`config.mk`:
```
export PLATFORM = sky130hd
export DESIGN_NAME = shared_reg_arbiter
export DESIGN_NICKNAME = d
export VERILOG_FILES = /design/src/rtl/shared_reg_arbiter.sv
export SDC_FILE = /design/constraint.sdc
export NUM_CORES = 1
export LEC_CHECK = 0
export BUFFER_PORTS_ARGS = -buffer_cell sky130_fd_sc_hd__buf_2
export CAP_MARGIN = 20
export CELL_PAD_IN_SITES_DETAIL_PLACEMENT = 0
export CELL_PAD_IN_SITES_GLOBAL_PLACEMENT = 1
export CORE_MARGIN = 2
export CORE_UTILIZATION = 28
export DETAILED_ROUTE_END_ITERATION = 10
export MAX_ROUTING_LAYER = met4
export PLACE_DENSITY = 0.84
export RECOVER_POWER = 100
export SLEW_MARGIN = 20
export SYNTH_ARGS = -nofsm -noshare
export SYNTH_HDL_FRONTEND = slang
export SYNTH_SLANG_ARGS = --single-unit
```
`constraint.sdc`:
```
create_clock -name clk -period 2 [get_ports clk]
set_input_delay 0.3 -clock clk [delete_from_list [all_inputs] [get_ports clk]]
set_output_delay 0.3 -clock clk [all_outputs]
set_load 0.1 [all_outputs]
```
`src/rtl/shared_reg_arbiter.sv`:
```
// Round-robin arbiter owning one shared WIDTH-bit register; at most one write commits per clock.
// Optional sticky ownership via lock input when SHARED_REG_LOCK_EN is defined.
module shared_reg_arbiter #(
    parameter int              N_REQ = 4,
    parameter int              WIDTH = 32,
    parameter logic [WIDTH-1:0] RESET = '0
) (
    input  logic                       clk,
    input  logic                       rst,
    input  logic [N_REQ-1:0]           req,
    input  logic [N_REQ*WIDTH-1:0]     wdata,
`ifdef SHARED_REG_LOCK_EN
    input  logic [N_REQ-1:0]           lock,
`endif
    output logic [N_REQ-1:0]           ack,
    output logic [WIDTH-1:0]           q,
    output logic [$clog2(N_REQ)-1:0]   owner,
    output logic [15:0]                wr_count
);

    localparam int PTR_W = $clog2(N_REQ);

    typedef enum logic {
        S_IDLE   = 1'b0,
        S_LOCKED = 1'b1
    } state_t;

    state_t             state_q, state_d;
    logic [WIDTH-1:0]   data_q, data_d;
    logic [N_REQ-1:0]   ack_q, ack_d;
    logic [PTR_W-1:0]   owner_q, owner_d;
    logic [PTR_W-1:0]   rr_ptr_q, rr_ptr_d;
    logic [15:0]        count_q, count_d;

    logic [N_REQ-1:0]   eligible;
    logic [PTR_W-1:0]   winner;
    logic [PTR_W-1:0]   winner_next;
    logic               found;
    int                 scan_idx;

    // Eligibility: a requester acked last edge is masked so it cannot commit twice
    // on one stale req; a locked owner bypasses that mask and excludes everyone else.
    always_comb begin
        // NOTE: every variable gets a default first, so no path leaves one unassigned and infers a latch.
        eligible = req & ~ack_q;
        if (state_q == S_LOCKED) begin
            eligible          = '0;
            eligible[owner_q] = req[owner_q];
        end
    end

    always_comb begin
        winner   = '0;
        found    = 1'b0;
        scan_idx = 0;
        for (int k = 0; k < N_REQ; k++) begin
            scan_idx = int'(rr_ptr_q) + k;
            if (scan_idx >= N_REQ) scan_idx = scan_idx - N_REQ;
            if (!found && eligible[scan_idx]) begin
                found  = 1'b1;
                winner = PTR_W'(scan_idx);
            end
        end
    end

    assign winner_next = (winner == PTR_W'(N_REQ - 1)) ? '0 : winner + PTR_W'(1);

    always_comb begin
        data_d   = data_q;
        ack_d    = '0;
        owner_d  = owner_q;
        rr_ptr_d = rr_ptr_q;
        count_d  = count_q;
        state_d  = state_q;

        if (found) begin
            data_d        = wdata[int'(winner)*WIDTH +: WIDTH];
            ack_d[winner] = 1'b1;
            owner_d       = winner;
            count_d       = count_q + 16'd1;
            if (state_q == S_IDLE) rr_ptr_d = winner_next;
        end

`ifdef SHARED_REG_LOCK_EN
        case (state_q)
            S_IDLE:   if (found && lock[winner]) state_d = S_LOCKED;
            S_LOCKED: if (!lock[owner_q])        state_d = S_IDLE;
            default:                             state_d = S_IDLE;
        endcase
`else
        state_d = S_IDLE;
`endif
    end

    // NOTE: sequential state uses non-blocking assignments so every register samples pre-edge values.
    always_ff @(posedge clk or posedge rst) begin
        if (rst) begin
            state_q  <= S_IDLE;
            data_q   <= RESET;
            ack_q    <= '0;
            owner_q  <= '0;
            rr_ptr_q <= '0;
            count_q  <= '0;
        end else begin
            state_q  <= state_d;
            data_q   <= data_d;
            ack_q    <= ack_d;
            owner_q  <= owner_d;
            rr_ptr_q <= rr_ptr_d;
            count_q  <= count_d;
        end
    end

    assign q        = data_q;
    assign ack      = ack_q;
    assign owner    = owner_q;
    assign wr_count = count_q;

endmodule

```
==> flow_summary_export.csv, run 1 <==
group,metric,value,unit
setup_path,critPathSlowestCell,"dfrtp_2",
layout,area_growth,49.3,%
layout,final_common_cell,"buf_2",
clock_network,clk_latency,0.29,ns
place,io_buffers,187,
setup_path,reg2reg_from,"ack[2]$_DFF_PP0_",
timing,worst_pin_slew,1.07,ns
synth,synth_seq_area_share,43.4,%
setup_path,crit_fanout,11,
clock_network,cts.hold.buffers_added,0,
synth,syn-num-nets,474,
synth,synth_compound_area_share,15.8,%
synth,yosysTopAreaCell,"dfrtp_1",
setup_path,worstPathCellList,"nand2b_4 -> nor2_1 -> nor4_4 -> nor2_4 -> buf_12 -> mux2_2 -> a221o_1",
synth,avgSynthCellArea,9.56,um^2
place,dp_hpwl,8230,um
route,routed_wirelength,10900,um
timing,report.final.hold_viol_count,0,
timing,rsz0062_at_grt,"true",
status,outcome,"finished, violations left",
clock_network,ctsLongestPathBuffers,2,
layout,antennaDiodeCount,0,
floorplan,core_area,0.0113,mm^2
synth,synth_seq_cells,56,
setup_path,path_class,"register to register",
floorplan,io_pins,188,
global_routing,grt_pass1_wl,17600,um
timing,period_needed,2.00,ns
synth,async_flop_share,100,%
clock_network,clockRootBuffer,"clkbuf_16",
layout,drive_gt1_share,50.6,%
clock_network,cts.sinks,56,
setup_path,arrival,2.18,ns
synth,synth_area,0.00323,mm^2
setup_path,critPathTopFamily,"simple AND/OR/NAND/NOR gates",
global_routing,globalRoute.totalOverflow,0,
synth,synthAdderAreaFrac,0.775,%
synth,netlist.area_leader.share,43.4,%
clock_network,cts_made_buffers,5,
clock_network,cts_htree_levels,2,
route,vias_per_cell,4.99,
synth,synth_cell_type_count,42,
global_routing,grt_max_degree,42,
synth,synthMuxAreaShare,8.13,%
synth,synth_xor_area_share,4.07,%
timing,period_share,100,%
timing,max_freq,0.499,GHz
synth,ys.warnings.count,0,
timing,hold_ws,0.259,ns
setup_path,r2r_setup_slack,-0.002,ns
synth,synth-simple-area-share,23.7,%
clock_network,cts_tree,"done",
setup_path,cp_num_buf_inv,1,
synth,synth_edf_count,0,
timing,setup_viol,1,
flow_run,max-cap-violations,0,
timing,fin_ws,-0.00219,ns
global_routing,grt_pass1_vias,3550,
floorplan,die_h,111,um
synth,syn-instance-count,338,
setup_path,reg2reg_to,"q[19]$_DFFE_PP0P_",
setup_path,endpoint_kind,"register",
setup_path,critical-path-max-stage-delay,0.45,ns
route,vias,3390,
floorplan,rows,39,
layout,final.fill_count,1099,
global_routing,antenna_found_initial,0,
timing,skew,0.00623,ns
floorplan,die_x,111,um
worst_hold_path,min_path_type,"primary input to asynchronous set/reset pin",
synth,synthTopCellsByArea,"dfrtp_1 (43%), a211oi_1 (7.0%), nand3_1 (6.0%)",
setup_path,start_kind,"register",
route,ant_nets,0,
route,initialDrtViolationCount,141,
global_routing,grt_usage,17.9,%
floorplan,start_util,28.5,%
layout,final_nets,671,
setup_path,cp.required,2.18,ns
route,dr.pass1.iters,5,
layout,layout_common_cells,"buf_2 (136), clkbuf_2 (52), dfrtp_1 (50), nand3_1 (39), nand2_1 (37)",
status,violations,"setup timing",
setup_path,critPathLaunch,"ack[2]$_DFF_PP0_",
setup_path,r2r_cells,7,
timing,slew_viol_final,0,
route,drc,0,
place,gp_congestion,0.863,
route,avgRoutedWirePerCell,16.1,um
floorplan,dieArea,0.0124,mm^2
synth,synth_top_family_by_area,"simple AND/OR/NAND/NOR gates",
synth,synthFlopType,"dfrtp_1",
timing,relSlewSlack,28.7,%
clock_network,path_clk_slew,0.08,ns
[cells in the mapped netlist, types with 4 or more instances]
| library cell | n |
|---|---|
| dfrtp_1 | 56 |
| nand3_1 | 39 |
| nand2_1 | 37 |
| a211oi_1 | 30 |
| nor2_1 | 21 |
| and3_1 | 18 |
| clkbuf_1 | 15 |
| mux2i_1 | 15 |
| a21oi_1 | 10 |
| a221o_1 | 10 |
| o21ai_0 | 10 |
| xnor2_1 | 10 |
| a22o_1 | 7 |
| buf_2 | 6 |
| mux2_2 | 6 |
| nand2b_1 | 5 |
| xor2_1 | 5 |
| mux2_1 | 4 |
[worst max-delay path by stage]
stage	end	slack, ns	cells after the start
finish	q[19]$_DFFE_PP0P_	-0.002	7
global route	q[28]$_DFFE_PP0P_	-0.09	7
CTS	q[8]$_DFFE_PP0P_	-0.02	7
detailed placement	q[19]$_DFFE_PP0P_	-0.10	9
global placement	q[8]$_DFFE_PP0P_	-0.04	9
floorplan	q[25]$_DFFE_PP0P_	-0.23	8
[timing repair]
action | CTS | global route
resized for setup | 4 | 15
buffers inserted | 3 | 3
endpoints found under the setup margin | 28 | 31
pin swaps | 3 | 3
[layer usage]
metal | vias to the layer above | wire length [um] | part of all wire, % | global-route usage (%)
li1 | 1622 | - | - | -
met1 | 1606 | 4590 | 42 | 21.5
met2 | 151 | 5520 | 50 | 31.6
met5 | - | 0 | 0 | -
met3 | 11 | 721 | 6.6 | 2.89
met4 | 0 | 117 | 1.1 | 4.53
[cell families (layout without fill, tap and decap cells)]
logic type | Yosys count | after routing
compound gates | 70 | 70
mux | 25 | 25
fa+ha+maj | 2 | 2
buf+inv | 29 | 227
xor+xnor | 15 | 15
simple gates | 141 | 141
flops | 56 | 56
[worst register-to-register path, cell delays in order (launching register included)]
cell and delay (ns):
dfrtp_2 0.45, nand2b_4 0.16, nor2_1 0.20, nor4_4 0.09, nor2_4 0.15, buf_12 0.16, mux2_2 0.35, a221o_1 0.32
[metrics by stage]
step	TNS (ns)	utilization (%)	worst slack, ns	area (um^2)	cells
2_1_floorplan	-5.03	-	-0.231	3340	338
3_3_place_gp	-0.271	40.3	-0.0405	4560	665
3_5_place_dp	-1.46	40.3	-0.101	4560	665
4_1_cts	-0.0429	42.0	-0.0166	4750	676
5_1_grt	-1.32	42.6	-0.0943	4820	679
6_report	-0.00219	42.6	-0.00219	4820	679
[sequential cells by signal, indices dropped and copies added, names as in the netlist]
name / cells
ack: 4
owner: 2
q: 32
wr_count: 16
rr_ptr_q: 2
[cell type report]
cell class | count | area, um^2 | share of cell area [%]
multi-input cells | 253 | 1830 | 38.0
flip-flops and latches | 56 | 1410 | 29.2
well taps | 143 | 179 | 3.71
clock buffers | 5 | 125 | 2.59
repair buffers | 215 | 1230 | 25.5
clock inverters | 3 | 27.5 | 0.571
inverters | 4 | 17.5 | 0.363
Power of run 1 is left out: the tool's default activity adds up to more than one toggle a clock period on the data nets, which glitch-free logic cannot reach.
==> run 2, diff against run 1 <==
--- a/config.mk
+++ b/config.mk
@@ -5,15 +5,15 @@
 export SDC_FILE = /design/constraint.sdc
 export NUM_CORES = 1
 export LEC_CHECK = 0
-export BUFFER_PORTS_ARGS = -buffer_cell sky130_fd_sc_hd__buf_2
 export CAP_MARGIN = 20
 export CELL_PAD_IN_SITES_DETAIL_PLACEMENT = 0
 export CELL_PAD_IN_SITES_GLOBAL_PLACEMENT = 1
 export CORE_MARGIN = 2
-export CORE_UTILIZATION = 28
+export CORE_UTILIZATION = 40
 export DETAILED_ROUTE_END_ITERATION = 10
+export DONT_BUFFER_PORTS = 1
 export MAX_ROUTING_LAYER = met4
-export PLACE_DENSITY = 0.84
+export PLACE_DENSITY = 0.83
 export RECOVER_POWER = 100
 export SLEW_MARGIN = 20
 export SYNTH_ARGS = -nofsm -noshare
==> constraint.sdc (replaced) <==
create_clock -name clk -period 2 [get_ports clk]
set_input_delay 0.4 -clock clk [delete_from_list [all_inputs] [get_ports clk]]
set_output_delay 0.4 -clock clk [all_outputs]
set_load 0.1 [all_outputs]
==> flow_summary_export.csv, run 2 (synthesis gave the netlist of run 1 again) <==
group,metric,value,unit
status,outcome,"finished, violations left",
status,violations,"setup timing",
setup_path,path_class,"register to register",
route,initialDrtViolationCount,112,
timing,skew,0.00932,ns
global_routing,grt_pass1_vias,2955,
clock_network,cts.sinks,56,
layout,largest_register_ffs,32,
worst_hold_path,worstHoldStart,"wdata[58]",
timing,rsz0062_at_grt,"true",
timing,max_freq,0.495,GHz
route,routed_wirelength,9870,um
timing,slew_viol_final,0,
setup_path,critical-path-max-stage-delay,0.45,ns
flow_run,max-cap-violations,0,
global_routing,grt_max_degree,31,
worst_hold_path,hold_depth,2,
worst_hold_path,whs_endpoint,"q[26]$_DFFE_PP0P_",
setup_path,endpoint_kind,"register",
timing,relSlewSlack,38.4,%
setup_path,critPathSlowestCell,"dfrtp_2",
route,ant_nets,0,
setup_path,start_kind,"register",
setup_path,r2r_cells,7,
layout,final_common_cell,"dfrtp_1",
setup_path,worstPathCellList,"nor2b_4 -> nor2_2 -> nor4_4 -> nor2_4 -> clkbuf_16 -> mux2_2 -> a221o_1",
layout,utilization,53.0,%
floorplan,io_pins,188,
timing,period_needed,2.02,ns
timing,period_share,101,%
setup_path,crit_fanout,6,
clock_network,clockRootBuffer,"clkbuf_8",
floorplan,rows,32,
setup_path,reg2reg_from,"ack[1]$_DFF_PP0_",
floorplan,die_x,93.9,um
clock_network,clk_latency,0.32,ns
setup_path,r2r_setup_slack,-0.02,ns
clock_network,cts_made_buffers,5,
place,place_ws,-0.00500,ns
floorplan,core_area,0.00777,mm^2
timing,fin_ws,-0.0215,ns
timing,worst_pin_slew,0.924,ns
setup_path,cp.required,2.22,ns
route,dr.pass1.iters,4,
setup_path,reg2reg_to,"q[17]$_DFFE_PP0P_",
layout,drive_gt1_share,35.9,%
floorplan,die_h,93.9,um
global_routing,grt_usage,22.4,%
route,vias_per_cell,5.86,
worst_hold_path,min_path_type,"primary input to register",
place,io_buffers,0,
clock_network,path_clk_slew,0.12,ns
place,gp_congestion,0.838,
floorplan,dieArea,0.00881,mm^2
floorplan,start_util,41.6,%
timing,report.final.hold_viol_count,0,
route,drc,0,
clock_network,cts_tree,"done",
global_routing,grt_pass1_wl,15000,um
route,vias,2910,
clock_network,ctsLongestPathBuffers,2,
place,dpl-instance-area,0.00388,mm^2
global_routing,globalRoute.totalOverflow,0,
setup_path,arrival,2.24,ns
layout,area_growth,27.5,%
timing,hold_ws,0.309,ns
route,avgRoutedWirePerCell,19.9,um
global_routing,antenna_found_initial,0,
layout,stdcell_area,0.00412,mm^2
timing,setup_viol,7,
layout,layout_common_cells,"dfrtp_1 (50), clkbuf_2 (47), nand3_1 (39), nand2_1 (37), nor2_1 (19)",
layout,antennaDiodeCount,0,
place,dp_hpwl,7180,um
layout,final_nets,530,
clock_network,cts_htree_levels,2,
## run 2: cell count changes in the layout (fill, tap and decap cells not counted), sizes merged
cell	change
clkbuf	-4
inv	+1
clkinv	-1
buf	-138
dlygate4sd3	+1
## run 2: how the worst max path moves through the flow
stage / from / cells after the start / slack, ns / to
2_1_floorplan: ack[0]$_DFF_PP0_ / 8 / -0.23 / q[25]$_DFFE_PP0P_
3_3_place_gp: req[3] / 7 / 0.02 / q[8]$_DFFE_PP0P_
3_5_place_dp: ack[3]$_DFF_PP0_ / 7 / -0.005 / q[21]$_DFFE_PP0P_
4_1_cts: ack[3]$_DFF_PP0_ / 7 / 0.005 / q[8]$_DFFE_PP0P_
5_1_grt: ack[3]$_DFF_PP0_ / 7 / -0.09 / q[22]$_DFFE_PP0P_
6_report: ack[1]$_DFF_PP0_ / 7 / -0.02 / q[17]$_DFFE_PP0P_
## run 2: layer usage
metal / routed length (um) / GRT usage [%] / vias up / share of wire, %
met5: 0 / - / - / 0
met4: 142 / 5.31 / 0 / 1.4
met3: 714 / 4.74 / 11 / 7.2
met2: 4960 / 37.8 / 143 / 50
met1: 4050 / 27.6 / 1414 / 41
li1: - / - / 1342 / -
## run 2: cell type report
type | instances | area, um^2
inverters | 4 | 17.5
clock buffers | 5 | 68.8
clock inverters | 3 | 25.0
fillers | 736 | 3650
multi-input cells | 253 | 1910
flip-flops and latches | 56 | 1410
repair buffers | 74 | 563
well taps | 102 | 128
## run 2: metrics by stage
step / setup TNS [ns] / std cells
after floorplan: -5.03 / 338
after global placement: 0 / 480
after detailed placement: -0.00568 / 480
after CTS: 0 / 492
after global routing: -1.84 / 497
final: -0.0890 / 497
## run 2: worst max-delay path: cells and delay by family, from the launching register on
family,cells,cell delay [ns]
buffers and inverters,1,0.18
DFF,1,0.45
muxes,1,0.27
and+or+nand+nor,4,0.72
AOI/OAI and AO/OA,1,0.32
## run 2: what timing repair did
action | 4_1_cts | 5_1_grt
pin swaps | 1 | 12
cloned | 0 | 2
resized for setup | 1 | 36
hold buffers | 1 | 0
setup buffers | 3 | 3
hold endpoints to repair | 7 | 0
endpoints found under the setup margin | 18 | 30
Power of run 2 is left out for the same reason.
==> run 3, diff against run 2 <==
--- a/config.mk
+++ b/config.mk
@@ -5,16 +5,16 @@
 export SDC_FILE = /design/constraint.sdc
 export NUM_CORES = 1
 export LEC_CHECK = 0
+export BUFFER_PORTS_ARGS = -buffer_cell sky130_fd_sc_hd__buf_2
 export CAP_MARGIN = 20
 export CELL_PAD_IN_SITES_DETAIL_PLACEMENT = 0
 export CELL_PAD_IN_SITES_GLOBAL_PLACEMENT = 1
 export CORE_MARGIN = 2
-export CORE_UTILIZATION = 40
+export CORE_UTILIZATION = 28
 export DETAILED_ROUTE_END_ITERATION = 10
-export DONT_BUFFER_PORTS = 1
 export MAX_ROUTING_LAYER = met4
-export PLACE_DENSITY = 0.83
-export RECOVER_POWER = 100
+export PLACE_DENSITY = 0.84
+export RECOVER_POWER = 50
 export SLEW_MARGIN = 20
 export SYNTH_ARGS = -nofsm -noshare
 export SYNTH_HDL_FRONTEND = slang
==> flow_summary_export.csv, run 3 (synthesis gave the netlist of run 1 again) <==
group,metric,value,unit
setup_path,cp_num_buf_inv,1,
route,dr.pass1.iters,4,
floorplan,dieArea,0.0124,mm^2
timing,skew,0.00444,ns
timing,setup_viol,2,
global_routing,grt_pass1_wl,17000,um
route,ant_nets,0,
clock_network,ctsLongestPathBuffers,2,
layout,largest_register_ffs,32,
place,io_buffers,187,
setup_path,worstPathCellList,"nor2b_4 -> nor2_4 -> or4_1 -> buf_4 -> and3_1 -> a211oi_1 -> a211oi_1",
timing,period_share,101,%
route,drc,0,
clock_network,clk_latency,0.30,ns
layout,antennaDiodeCount,0,
floorplan,die_x,111,um
place,gp_congestion,0.879,
layout,stdcell_area,0.00483,mm^2
setup_path,arrival,2.19,ns
worst_hold_path,min_path_type,"primary input to asynchronous set/reset pin",
place,place_ws,-0.191,ns
setup_path,crit_fanout,25,
timing,slew_viol_final,0,
layout,final.fill_count,1138,
flow_run,max-cap-violations,0,
setup_path,reg2reg_from,"ack[3]$_DFF_PP0_",
global_routing,antenna_found_initial,0,
status,violations,"setup timing",
layout,final_common_cell,"buf_2",
setup_path,critical-path-max-stage-delay,0.51,ns
floorplan,core_area,0.0113,mm^2
timing,max_freq,0.497,GHz
clock_network,cts.sinks,56,
timing,period_needed,2.01,ns
layout,final_nets,671,
setup_path,path_class,"register to register",
layout,drive_gt1_share,49.8,%
route,vias,3385,
setup_path,critPathLaunch,"ack[3]$_DFF_PP0_",
setup_path,endpoint_kind,"register",
timing,relSlewSlack,29.8,%
floorplan,start_util,28.5,%
clock_network,cts_made_buffers,5,
floorplan,rows,39,
layout,utilization,42.7,%
layout,layout_common_cells,"buf_2 (178), dfrtp_1 (50), nand3_1 (39), nand2_1 (37)",
global_routing,globalRoute.totalOverflow,0,
global_routing,grt_max_degree,42,
timing,worst_pin_slew,1.05,ns
route,vias_per_cell,4.99,
place,dp_hpwl,8120,um
setup_path,critPathSlowestCell,"or4_1",
setup_path,path_common_cell,"a211oi_1",
setup_path,cp.required,2.18,ns
setup_path,critPathTopFamily,"simple AND/OR/NAND/NOR gates",
clock_network,cts_tree,"done",
floorplan,io_pins,188,
route,initialDrtViolationCount,179,
status,outcome,"finished, violations left",
timing,report.final.hold_viol_count,0,
clock_network,path_clk_slew,0.08,ns
global_routing,grt_usage,17.4,%
global_routing,grt_pass1_vias,3388,
route,routed_wirelength,10700,um
setup_path,start_kind,"register",
floorplan,die_h,111,um
layout,area_growth,49.6,%
clock_network,cts_htree_levels,2,
timing,rsz0062_at_grt,"true",
clock_network,clockRootBuffer,"clkbuf_16",
place,dpl-instance-area,0.00460,mm^2
timing,fin_ws,-0.0141,ns
route,avgRoutedWirePerCell,15.8,um
[run 3: changes by cell type in the layout (fill, tap and decap cells not counted), sizes merged]
cell	previous run	this run
buf	23	203
clkbuf	55	17
clkinv	0	1
dlygate4sd3	1	0
inv	6	5
[run 3: cell type report]
| class | count | area [um^2] | area share (%) |
|---|---|---|---|
| clock inverter | 3 | 27.5 | 0.570 |
| multi-input combinational | 253 | 1820 | 37.7 |
| timing repair buffer | 215 | 1250 | 25.9 |
| inverter | 4 | 20.0 | 0.414 |
| sequential | 56 | 1410 | 29.1 |
| tap | 143 | 179 | 3.70 |
| clock buffer | 5 | 125 | 2.59 |
[run 3: stage by stage]
step	std cells	hold WS, ns	setup TNS, ns
after global routing	679	0.431	-1.71
after detailed placement	669	0.455	-3.77
after global placement	669	0.457	-2.76
final	679	0.350	-0.0187
after CTS	677	0.189	-0.0242
after floorplan	338	0.547	-5.03
[run 3: worst paths after layout]
| kind | end | slack, ns | cells past startpoint |
|---|---|---|---|
| setup / recovery | q[16]$_DFFE_PP0P_ | -0.01 | 7 |
| hold / removal | owner[1]$_DFFE_PP0P_ | 0.35 | 2 |
| setup reg to reg | q[16]$_DFFE_PP0P_ | -0.01 | 7 |
| hold reg to reg | wr_count[15]$_DFFE_PP0P_ | 0.47 | 1 |
| max in group asynchronous | wr_count[0]$_DFFE_PP0P_ | 0.34 | 3 |
| min in group clk | q[4]$_DFFE_PP0P_ | 0.43 | 4 |
[run 3: repair_timing]
action | CTS | global route
setup buffers | 0 | 1
gates resized for setup | 3 | 12
hold buffers | 0 | 0
pin swaps | 1 | 5
gates cloned | 0 | 1
setup endpoints to repair | 17 | 33
[run 3: routing by layer]
layer  share of wire, %  global-route usage [%]  vias to the layer above
met2                 52                    30.4                      152
met3                6.3                    2.99                        8
met1                 41                    21.2                     1591
met4               0.73                    3.70                        0
li1                   -                       -                     1634
met5                  0                       -                        -
Power of run 3 is left out for the same reason.
